`config.mk`:
```
export PLATFORM = sky130hd
export DESIGN_NAME = pcs_rx_sync_monitor_16b_flat
export DESIGN_NICKNAME = d
export VERILOG_FILES = /design/src/rtl/pcs_rx_sync_pkg.sv /design/src/rtl/pcs_rx_sync_monitor_16b_if.sv /design/src/rtl/pcs_rx_sat_counter.sv /design/src/rtl/pcs_rx_sync_monitor_16b.sv /design/src/flat_wrapper.sv
export SDC_FILE = /design/constraint.sdc
export NUM_CORES = 1
export LEC_CHECK = 0
export CORE_ASPECT_RATIO = 0.6
export CORE_UTILIZATION = 29
export CTS_CLUSTER_SIZE = 25
export DETAILED_ROUTE_END_ITERATION = 8
export SYNTH_ARGS = -nofsm -noshare
export SYNTH_HDL_FRONTEND = slang
export SYNTH_SLANG_ARGS = --single-unit
```
`constraint.sdc`:
```
create_clock -name clk_sys_i -period 6.1 [get_ports clk_sys_i]
set_clock_uncertainty 0.05 [all_clocks]
set_input_delay 0.61 -clock clk_sys_i [delete_from_list [all_inputs] [get_ports clk_sys_i]]
set_output_delay 0.61 -clock clk_sys_i [all_outputs]
set_load 0.02 [all_outputs]
```
`src/rtl/pcs_rx_sync_pkg.sv`:
```
// Shared types, constants and word classifier for the 16-bit PCS receive sync monitor.
package pcs_rx_sync_pkg;

  typedef enum logic [1:0] {
    LOS    = 2'd0,
    ACQ    = 2'd1,
    SYNCED = 2'd2,
    CHECK  = 2'd3
  } t_sync_state;

  localparam logic [7:0] c_K28_5   = 8'hBC;
  localparam logic [1:0] c_COMMA_K = 2'b10;

  typedef struct packed {
    logic comma;
    logic invalid;
  } t_word_class;

  // A comma is only usable for alignment when it sits in the first byte on the wire.
  function automatic t_word_class f_classify_word(input logic [15:0] data,
                                                  input logic [1:0]  k,
                                                  input logic        enc_err);
    t_word_class c;
    c.comma   = (k == c_COMMA_K) && (data[15:8] == c_K28_5) && !enc_err;
    c.invalid = enc_err || ((k == 2'b01) && (data[7:0] == c_K28_5)) || (k == 2'b11);
    return c;
  endfunction

endpackage

```
`src/rtl/pcs_rx_sync_monitor_16b_if.sv`:
```
// Decoded receive word bundle from the 8b10b decoder into the sync monitor.
interface pcs_rx_sync_monitor_16b_if;
  logic [15:0] rx_data;
  logic [1:0]  rx_k;
  logic        rx_enc_err;
  logic        rx_valid;

  modport master (output rx_data, rx_k, rx_enc_err, rx_valid);
  modport slave  (input  rx_data, rx_k, rx_enc_err, rx_valid);
endinterface

```
`src/rtl/pcs_rx_sat_counter.sv`:
```
// Saturating up-counter with synchronous clear, used for receive statistics.
module pcs_rx_sat_counter #(
  parameter int g_width = 16
) (
  input  logic               clk_sys_i,
  input  logic               rst_n_i,
  input  logic               clear_i,
  input  logic               inc_i,
  output logic [g_width-1:0] cnt_o
);

  always_ff @(posedge clk_sys_i or posedge rst_n_i) begin
    if (rst_n_i)
      cnt_o <= '0;
    else if (clear_i)
      cnt_o <= '0;
    else if (inc_i && (cnt_o != '1))
      cnt_o <= cnt_o + 1'b1;
  end

endmodule

```
`src/rtl/pcs_rx_sync_monitor_16b.sv`:
```
// Receive sync monitor: cl.36-style LOS/ACQ/SYNCED/CHECK FSM on decoded 16-bit words.
// Statistics counters are built only when PCS_RX_SYNC_STATS_EN is defined.
module pcs_rx_sync_monitor_16b
  import pcs_rx_sync_pkg::*;
#(
  parameter int g_commas_to_sync  = 3,
  parameter int g_errs_to_lose    = 4,
  parameter int g_good_to_recover = 4,
  parameter int g_cnt_width       = 16
) (
  input  logic                          clk_sys_i,
  input  logic                          rst_n_i,
  pcs_rx_sync_monitor_16b_if.slave      rx,
  input  logic                          force_los_i,
  output logic                          sync_o,
  output logic                          sync_gained_p1_o,
  output logic                          sync_lost_p1_o,
  output logic [g_cnt_width-1:0]        err_cnt_o,
  output logic [g_cnt_width-1:0]        comma_cnt_o,
  output logic [1:0]                    state_o
);

  localparam logic [3:0] c_commas_to_sync  = 4'(g_commas_to_sync);
  localparam logic [3:0] c_errs_to_lose    = 4'(g_errs_to_lose);
  localparam logic [3:0] c_good_to_recover = 4'(g_good_to_recover);

  t_word_class cls;
  logic        word_comma, word_invalid, word_good;
  t_sync_state state_q, state_d;
  logic [3:0]  acq_q, acq_d, bad_q, bad_d, good_q, good_d;

  assign cls          = f_classify_word(rx.rx_data, rx.rx_k, rx.rx_enc_err);
  assign word_comma   = rx.rx_valid && cls.comma;
  assign word_invalid = rx.rx_valid && cls.invalid;
  assign word_good    = rx.rx_valid && !cls.invalid;

  always_comb begin
    state_d = state_q;
    acq_d   = acq_q;
    bad_d   = bad_q;
    good_d  = good_q;
    if (force_los_i) begin
      state_d = LOS;
      acq_d   = '0;
      bad_d   = '0;
      good_d  = '0;
    end else begin
      case (state_q)
        LOS: if (word_comma) begin
          acq_d   = 4'd1;
          state_d = (c_commas_to_sync == 4'd1) ? SYNCED : ACQ;
        end
        ACQ: if (word_invalid) begin
          acq_d   = '0;
          state_d = LOS;
        end else if (word_comma) begin
          acq_d = acq_q + 4'd1;
          if (acq_q + 4'd1 == c_commas_to_sync) state_d = SYNCED;
        end
        SYNCED: if (word_invalid) begin
          bad_d   = 4'd1;
          good_d  = '0;
          state_d = (c_errs_to_lose == 4'd1) ? LOS : CHECK;
        end
        CHECK: if (word_invalid) begin
          bad_d  = bad_q + 4'd1;
          good_d = '0;
          if (bad_q + 4'd1 == c_errs_to_lose) begin
            bad_d   = '0;
            state_d = LOS;
          end
        end else if (word_good) begin
          // Each full run of good words retires one outstanding error.
          if (good_q + 4'd1 == c_good_to_recover) begin
            good_d = '0;
            bad_d  = bad_q - 4'd1;
            if (bad_q == 4'd1) state_d = SYNCED;
          end else begin
            good_d = good_q + 4'd1;
          end
        end
        default: state_d = LOS;
      endcase
    end
  end

  // Status outputs are derived from the next state so they land together with it.
  always_ff @(posedge clk_sys_i or posedge rst_n_i) begin
    if (rst_n_i) begin
      state_q          <= LOS;
      acq_q            <= '0;
      bad_q            <= '0;
      good_q           <= '0;
      sync_o           <= 1'b0;
      sync_gained_p1_o <= 1'b0;
      sync_lost_p1_o   <= 1'b0;
    end else begin
      state_q          <= state_d;
      acq_q            <= acq_d;
      bad_q            <= bad_d;
      good_q           <= good_d;
      sync_o           <= (state_d == SYNCED) || (state_d == CHECK);
      sync_gained_p1_o <= (state_d == SYNCED) && ((state_q == LOS) || (state_q == ACQ));
      sync_lost_p1_o   <= (state_d == LOS) && ((state_q == SYNCED) || (state_q == CHECK));
    end
  end

  assign state_o = state_q;

`ifdef PCS_RX_SYNC_STATS_EN
  pcs_rx_sat_counter #(.g_width(g_cnt_width)) u_err_cnt (
    .clk_sys_i (clk_sys_i),
    .rst_n_i   (rst_n_i),
    .clear_i   (1'b0),
    .inc_i     (word_invalid),
    .cnt_o     (err_cnt_o)
  );

  pcs_rx_sat_counter #(.g_width(g_cnt_width)) u_comma_cnt (
    .clk_sys_i (clk_sys_i),
    .rst_n_i   (rst_n_i),
    .clear_i   (1'b0),
    .inc_i     (word_comma),
    .cnt_o     (comma_cnt_o)
  );
`else
  assign err_cnt_o   = '0;
  assign comma_cnt_o = '0;
`endif

endmodule

```
`src/flat_wrapper.sv`:
```
// flat-port wrapper written by rule: the top's interface ports become plain ports
module pcs_rx_sync_monitor_16b_flat import pcs_rx_sync_pkg::*;
#(
  parameter int g_commas_to_sync  = 3,
  parameter int g_errs_to_lose    = 4,
  parameter int g_good_to_recover = 4,
  parameter int g_cnt_width       = 16
)
  (clk_sys_i, rst_n_i, force_los_i, sync_o, sync_gained_p1_o, sync_lost_p1_o, err_cnt_o, comma_cnt_o, state_o, rx_rx_data, rx_rx_k, rx_rx_enc_err, rx_rx_valid);
  pcs_rx_sync_monitor_16b_if rx_i ();
  input  logic clk_sys_i;
  input  logic rst_n_i;
  input  logic force_los_i;
  output logic sync_o;
  output logic sync_gained_p1_o;
  output logic sync_lost_p1_o;
  output logic [g_cnt_width-1:0] err_cnt_o;
  output logic [g_cnt_width-1:0] comma_cnt_o;
  output logic [1:0] state_o;
  input wire logic [$bits(rx_i.rx_data)-1:0] rx_rx_data;
  input wire logic [$bits(rx_i.rx_k)-1:0] rx_rx_k;
  input wire logic [$bits(rx_i.rx_enc_err)-1:0] rx_rx_enc_err;
  input wire logic [$bits(rx_i.rx_valid)-1:0] rx_rx_valid;
  assign rx_i.rx_data = rx_rx_data;
  assign rx_i.rx_k = rx_rx_k;
  assign rx_i.rx_enc_err = rx_rx_enc_err;
  assign rx_i.rx_valid = rx_rx_valid;
  pcs_rx_sync_monitor_16b #(.g_commas_to_sync(g_commas_to_sync), .g_errs_to_lose(g_errs_to_lose), .g_good_to_recover(g_good_to_recover), .g_cnt_width(g_cnt_width)) u_core (.clk_sys_i(clk_sys_i), .rst_n_i(rst_n_i), .rx(rx_i), .force_los_i(force_los_i), .sync_o(sync_o), .sync_gained_p1_o(sync_gained_p1_o), .sync_lost_p1_o(sync_lost_p1_o), .err_cnt_o(err_cnt_o), .comma_cnt_o(comma_cnt_o), .state_o(state_o));
endmodule
```
Word-level counts from Yosys, hierarchy flattened
Cells that the tools add are included.
{"block": "word_totals", "rom_bits": 0, "word_cells": 82, "in_bits": 23, "output_inout_bits": 37, "latch_bits": 0, "ramBits": 0, "memories": 0, "register_bits": 17}
{"block": "op_classes", "bitwise_logic": 0, "shift": 0, "n_addsub": 4, "n_eq_ne": 19, "n_reduce_logical": 22, "mux": 30, "mul": 0, "div_mod_pow": 0, "n_lt_le_gt_ge": 0}
{"op": "4-bit two-way mux", "count": 15}
{"op": "4-bit case mux with 2 select lines", "count": 3}
{"op": "2-bit two-way mux", "count": 11}
{"op": "8-bit equality test, second input constant", "count": 2}
{"op": "4-bit by 1-bit adder with 4-bit output, second input constant", "count": 3}
{"op": "2-bit equality test, second input constant", "count": 6}
{"op": "4-bit by 2-bit inequality test with 1-bit output, second input constant", "count": 3}
{"op": "4-bit by 3-bit equality test with 1-bit output, second input constant", "count": 2}
{"op": "1-bit logical AND", "count": 8}
{"op": "2-bit case mux with 4 select lines", "count": 1}
{"op": "3-bit by 2-bit inequality test with 1-bit output, second input constant", "count": 2}
{"op": "3-bit AND reduction", "count": 2}
{"op": "3-bit nonzero test", "count": 2}
{"op": "1-bit logical OR", "count": 5}
{"op": "2-bit by 1-bit equality test with 1-bit output, second input constant", "count": 2}
{"op": "4-bit by 1-bit equality test with 1-bit output, second input constant", "count": 1}
{"op": "4-bit by 2-bit equality test with 1-bit output, second input constant", "count": 1}
{"op": "2-bit zero test", "count": 2}
{"op": "4-bit AND reduction", "count": 1}
{"op": "4-bit by 1-bit subtractor with 4-bit output, second input constant", "count": 1}
{"op": "1-bit zero test", "count": 2}

Longest topological paths before layout
{"block": "logic_depth", "word_depth": 12, "depth_mapped": 6, "ltp_nobuf": 6}

Worst setup path after synthesis
OpenSTA, ideal clock, no wires.
{"block": "synth_timing", "path_kind": "input port to flip-flop", "start": "in rx_rx_data[6]", "end": "reg u_core.bad_q[3]", "required_ps": 5981, "path_stages": 5, "setup_slack_ps": 4014, "arrival_time_ps": 1967, "path_buffers": 0, "setup_ps": 69, "path_cell_list": "nand4b_4 -> o41ai_4 -> a21oi_2 -> or4_1 -> nand3_1"}
{"block": "synth_between", "elab_chain_len": 8, "elab_cells_between_ends": 14, "cone_classes": "eq/ne: 4; mux: 3; reduce/logical: 7"}
{"element": "from (decl)", "line": "flat_wrapper.sv:20", "source": "input wire logic [$bits(rx_i.rx_data)-1:0] rx_rx_data;"}
{"element": "8-bit equality test *", "line": "pcs_rx_sync_pkg.sv:25", "source": "c.invalid = enc_err || ((k == 2'b01) && (data[7:0] == c_K28_5)) || (k == 2'b11);"}
{"element": "1-bit logical AND *", "line": "pcs_rx_sync_pkg.sv:25"}
{"element": "1-bit logical OR * (2 in series)", "line": "pcs_rx_sync_pkg.sv:25"}
{"element": "1-bit zero test / 1-bit logical AND (equally long branches)", "line": "pcs_rx_sync_monitor_16b.sv:35, pcs_rx_sync_monitor_16b.sv:34"}
{"element": "1-bit logical AND / 4-bit two-way mux (equally long branches)", "line": "pcs_rx_sync_monitor_16b.sv:35, pcs_rx_sync_monitor_16b.sv:65"}
{"element": "4-bit by 2-bit inequality test with 1-bit output (no source line) / 4-bit case mux with 2 select lines (equally long branches)"}
{"element": "4-bit AND reduction (no source line) / 4-bit two-way mux (equally long branches)"}
{"element": "to (signal assigned)", "line": "pcs_rx_sync_monitor_16b.sv:92", "source": "bad_q <= '0;"}
{"element": "to (signal assigned)", "line": "pcs_rx_sync_monitor_16b.sv:100", "source": "bad_q <= bad_d;"}
{"element": "to (decl)", "line": "pcs_rx_sync_monitor_16b.sv:30", "source": "logic [3:0] acq_q, acq_d, bad_q, bad_d, good_q, good_d;"}
Every way passes the cells marked *; elsewhere a longest branch is shown, timed or not.
A chain may end at the register's enable or synchronous reset.

Final worst setup path
{"block": "layout_timing", "start": "in rx_rx_data[5]", "end": "reg u_core.bad_q[3]"}
Same word-level chain as after synthesis.

==> impl.org <==
** Status
- Result of the run :: finished clean

** Timing
- Slew margin rel. :: 0.5689
- The smallest clock period supported by the final layout is computed as 2.443 ns.
- In the finished design, the share of the clock period the worst path needs comes to 0.4005.
- Worst-margin pin slew :: 0.6460 ns
- Setup violations remaining at the end of the flow were counted as 0.
- The count of pins over their slew limit is 0.
- Setup tns final :: 0 ns
- Setup repair after global routing left no endpoint under its margin.
- Final-report hold violation count :: 0
- Max Freq :: 409.4 MHz

** Critical path
- Traced cell by cell, the critical path runs through clkdlybuf4s50_1, nand4b_4, o41ai_4, a21oi_2, or4_1, nand3_1.
- Worst endpoint data arrival time :: 2.58 ns
- Startpoint type of the worst setup path :: primary input
- Critical path capture point type :: flip-flop
- The largest single stage delay on the critical path is 0.54 ns.
- Slowest cell on crit path :: sky130_fd_sc_hd__o41ai_4
- Of all nets on the critical path, the largest fanout is 9.
- The worst setup path is of the in -> reg kind.
- At the worst endpoint, the required time is 6.24 ns.

** Synth
- Gate Count Post-Synth :: 172
- Each instance of the synthesized netlist takes up on average 8.729 um^2.
- Cell area after synthesis :: 0.001501 mm^2
- In this run, synthesis inferred 0 flip-flops with an integrated enable.
- YS warnings :: 0
- Most common flop cell mapped by yosys :: sky130_fd_sc_hd__dfrtp_1
- Async set-reset flop share out of synthesis :: 1.000
- Synthesis inferred 17 register bits.
- Area share of the largest cell type after synthesis :: 0.2833
- Cell with the most instances after synthesis :: sky130_fd_sc_hd__buf_4
- Yosys attributes the largest share of cell area to sky130_fd_sc_hd__dfrtp_1 28%, sky130_fd_sc_hd__buf_4 16%, sky130_fd_sc_hd__ha_1 5.0%.
- Most numerous cell types in the synthesized netlist :: 32 x sky130_fd_sc_hd__buf_4, 17 x sky130_fd_sc_hd__dfrtp_1, 17 x sky130_fd_sc_hd__nand2_1
- The synthesized design spends more area on one cell type than any other, namely sky130_fd_sc_hd__dfrtp_1.
- Unique masters post-synth :: 53
- The share of the Yosys chip area taken by registers is 0.2833.

** Floorplanning
- Die outline area :: 0.005478 mm^2
- The die is 57.74 um tall.
- Count of standard-cell rows :: 19
- Floorplan core area :: 0.004778 mm^2
- The die is 94.89 um wide.
- Initial cell density of the core :: 0.3142
- For this design the top-level I/O count stands at 60.

** Placement
- The number of placed instances, taps included, is 258.
- Post-detail-place hpwl :: 2787 um
- DP Area :: 0.001714 mm^2
- Port buffering added 27 buffers.
- Routability Congestion :: 0.9041

** Global route
- Entering global routing, the biggest net connects 18 pins.
- The first global-routing pass estimated 5464 um of wire.
- The via count of the first global-routing pass is 1041.
- For this run, the total global-route usage over all layers was measured as 0.1309.
- Final global-route overflow total :: 0
- Initial antenna violation count :: 0

** CTS
- CTS placed an instance of sky130_fd_sc_hd__clkbuf_8 at the clock tree root.
- The number of clock buffers added by TritonCTS is 3.
- # H-tree levels :: 1
- Number of buffers on the longest clock path :: 2
- Insertion delay of the later-clocked pin in the worst-skew pair :: 0.25 ns
- Counting every sink on the clock net gives 17.
- Clock-pin slew was measured on the worst setup and hold paths at 0.07 ns.
- TritonCTS built the clock tree.
- Post-cts repair resize count :: 0
- For this design, the CTS-stage hold fixing added 0 buffers.
- Post-CTS setup buffers :: 0

** Detailed routing
- Count of nets left with antenna violations after detail routing :: 0
- Before antenna repair, the detailed router went through 5 iterations.
- Vias post-DR :: 1241
- Using the TritonRoute via totals, the vias-per-cell ratio works out to 4.737.
- DRC violations left :: 0
- Total length of routed wires :: 3412 um
- After detailed routing, the average wire length per cell comes to 13.02 um.
- In this run, the number of DRC markers left after iteration 0 of detailed routing was 101.

** Pwr
- Dividing total power by cell area gives a power density of 140.9 mW/mm^2.
- Static Leak :: 0.7572 nW
- Worst ir drop on vdd :: 62.23 uV

** Run
- The tool flagged a number of max-cap violations equal to 0.

** Finish
- The number of antenna diodes in the final layout is 0.
- Finished layout cell area :: 0.001760 mm^2
- Final Util :: 0.3684
- The layout has 502 filler cells.
- Of the cells placed in the final design, the portion with a size suffix greater than 1 is 0.08040.
- In the final layout, the multi-input gates occupy 917.1 um^2.
- In the final layout, flip-flops and latches occupy 425.4 um^2.
- Non-filler instance count after layout :: 262
- The area growth from synthesis to layout is 17.25%.
- Total Nets Final :: 229

** Hold path
- Hold Path Class :: reg -> reg
-- where the power goes --
part           internal, mW  switching [mW]  total [mW]
Clock                0.0454          0.0394      0.0847
Sequential            0.113       0.0000134       0.113
Combinational        0.0173          0.0333      0.0506
-- path summary, 6_finish.rpt --
path                                  start  depth (start not counted)                      end  slack, ns
hold reg to reg            u_core.good_q[1]                          1         u_core.good_q[1]       0.50
hold / removal             u_core.good_q[1]                          1         u_core.good_q[1]       0.50
setup reg to reg           u_core.good_q[0]                          6          u_core.bad_q[3]       3.90
min in group asynchronous           rst_n_i                          2  u_core.sync_gained_p1_o       0.69
max in group asynchronous           rst_n_i                          2          u_core.bad_q[3]       4.90
setup / recovery              rx_rx_data[5]                          6          u_core.bad_q[3]       3.66
-- kinds of logic (layout without fill, tap and decap cells) --
family | after synthesis | count (layout) | share of synthesized area
AO/OA/AOI/OAI | 40 | 40 | 0.2125
XOR/XNOR | 1 | 1 | 0.005834
adder cells (fa/ha/maj) | 6 | 6 | 0.05000
buffers and inverters | 41 | 37 | 0.1833
flip-flops | 17 | 17 | 0.2833
multiplexers | 2 | 2 | 0.01333
other | 1 | 32 | 0.002498
AND/OR/NAND/NOR | 64 | 64 | 0.2492
-- metrics by stage --
step / hold slack, ns / worst slack (ns) / total power, mW
after floorplan: 0.4511 / 4.014 / 0.1616
after global placement: 0.4756 / 3.424 / 0.1649
after detailed placement: 0.4873 / 3.395 / 0.1651
after CTS: 0.5058 / 3.662 / 0.2498
after global routing: 0.5338 / 3.560 / 0.2598
final: 0.5022 / 3.657 / 0.2480
-- per-layer routing --
layer  wire length (um)  vias up  GRT usage
met5                  0        -          0
met4                  6        0    0.01299
met3                281        2    0.03150
met2               1209       54     0.1511
met1               1915      563     0.2316
li1                   -      622          -
-- cell type report --
class,instances,area share
multi-input combinational,145,0.5210
sequential,17,0.2416
timing repair buffer,27,0.1535
tap,63,0.04478
clock buffer,3,0.02345
inverter,6,0.01279
clock inverter,1,0.002843
-- registers in the layout (all words and copies together) (netlist names) --
signal	flops
u_core.acq_q	4
u_core.bad_q	4
u_core.good_q	4
u_core.state_o	2
u_core.sync_gained_p1_o	1
u_core.sync_lost_p1_o	1
u_core.sync_o	1
-- layout by cell type (no fill, tap or decap), types with 2 or more instances in the layout --
master,count
sky130_fd_sc_hd__conb_1,32
sky130_fd_sc_hd__clkdlybuf4s50_1,27
sky130_fd_sc_hd__nand2_1,17
sky130_fd_sc_hd__dfrtp_1,17
sky130_fd_sc_hd__nand3_1,9
sky130_fd_sc_hd__nor2_1,8
sky130_fd_sc_hd__a21oi_1,8
sky130_fd_sc_hd__inv_1,6
sky130_fd_sc_hd__ha_1,6
sky130_fd_sc_hd__nand4_1,4
sky130_fd_sc_hd__o21ai_0,4
sky130_fd_sc_hd__a22o_1,4
sky130_fd_sc_hd__nor3_1,3
sky130_fd_sc_hd__nand2b_1,3
sky130_fd_sc_hd__clkbuf_8,3
sky130_fd_sc_hd__nor3b_1,2
sky130_fd_sc_hd__nand4b_1,2
sky130_fd_sc_hd__or2_2,2
sky130_fd_sc_hd__nor4_1,2
sky130_fd_sc_hd__o211ai_1,2
sky130_fd_sc_hd__a31o_2,2
sky130_fd_sc_hd__a21o_1,2
sky130_fd_sc_hd__mux2i_1,2
sky130_fd_sc_hd__a41oi_1,2
sky130_fd_sc_hd__o2bb2ai_1,2
-- worst max-delay path, delay by kind of cell --
family	cells	cell delay, ns
and+or+nand+nor	3	0.75
AOI/OAI and AO/OA	2	0.72
buffers and inverters	1	0.51
Power figures use the tool's default switching activity.
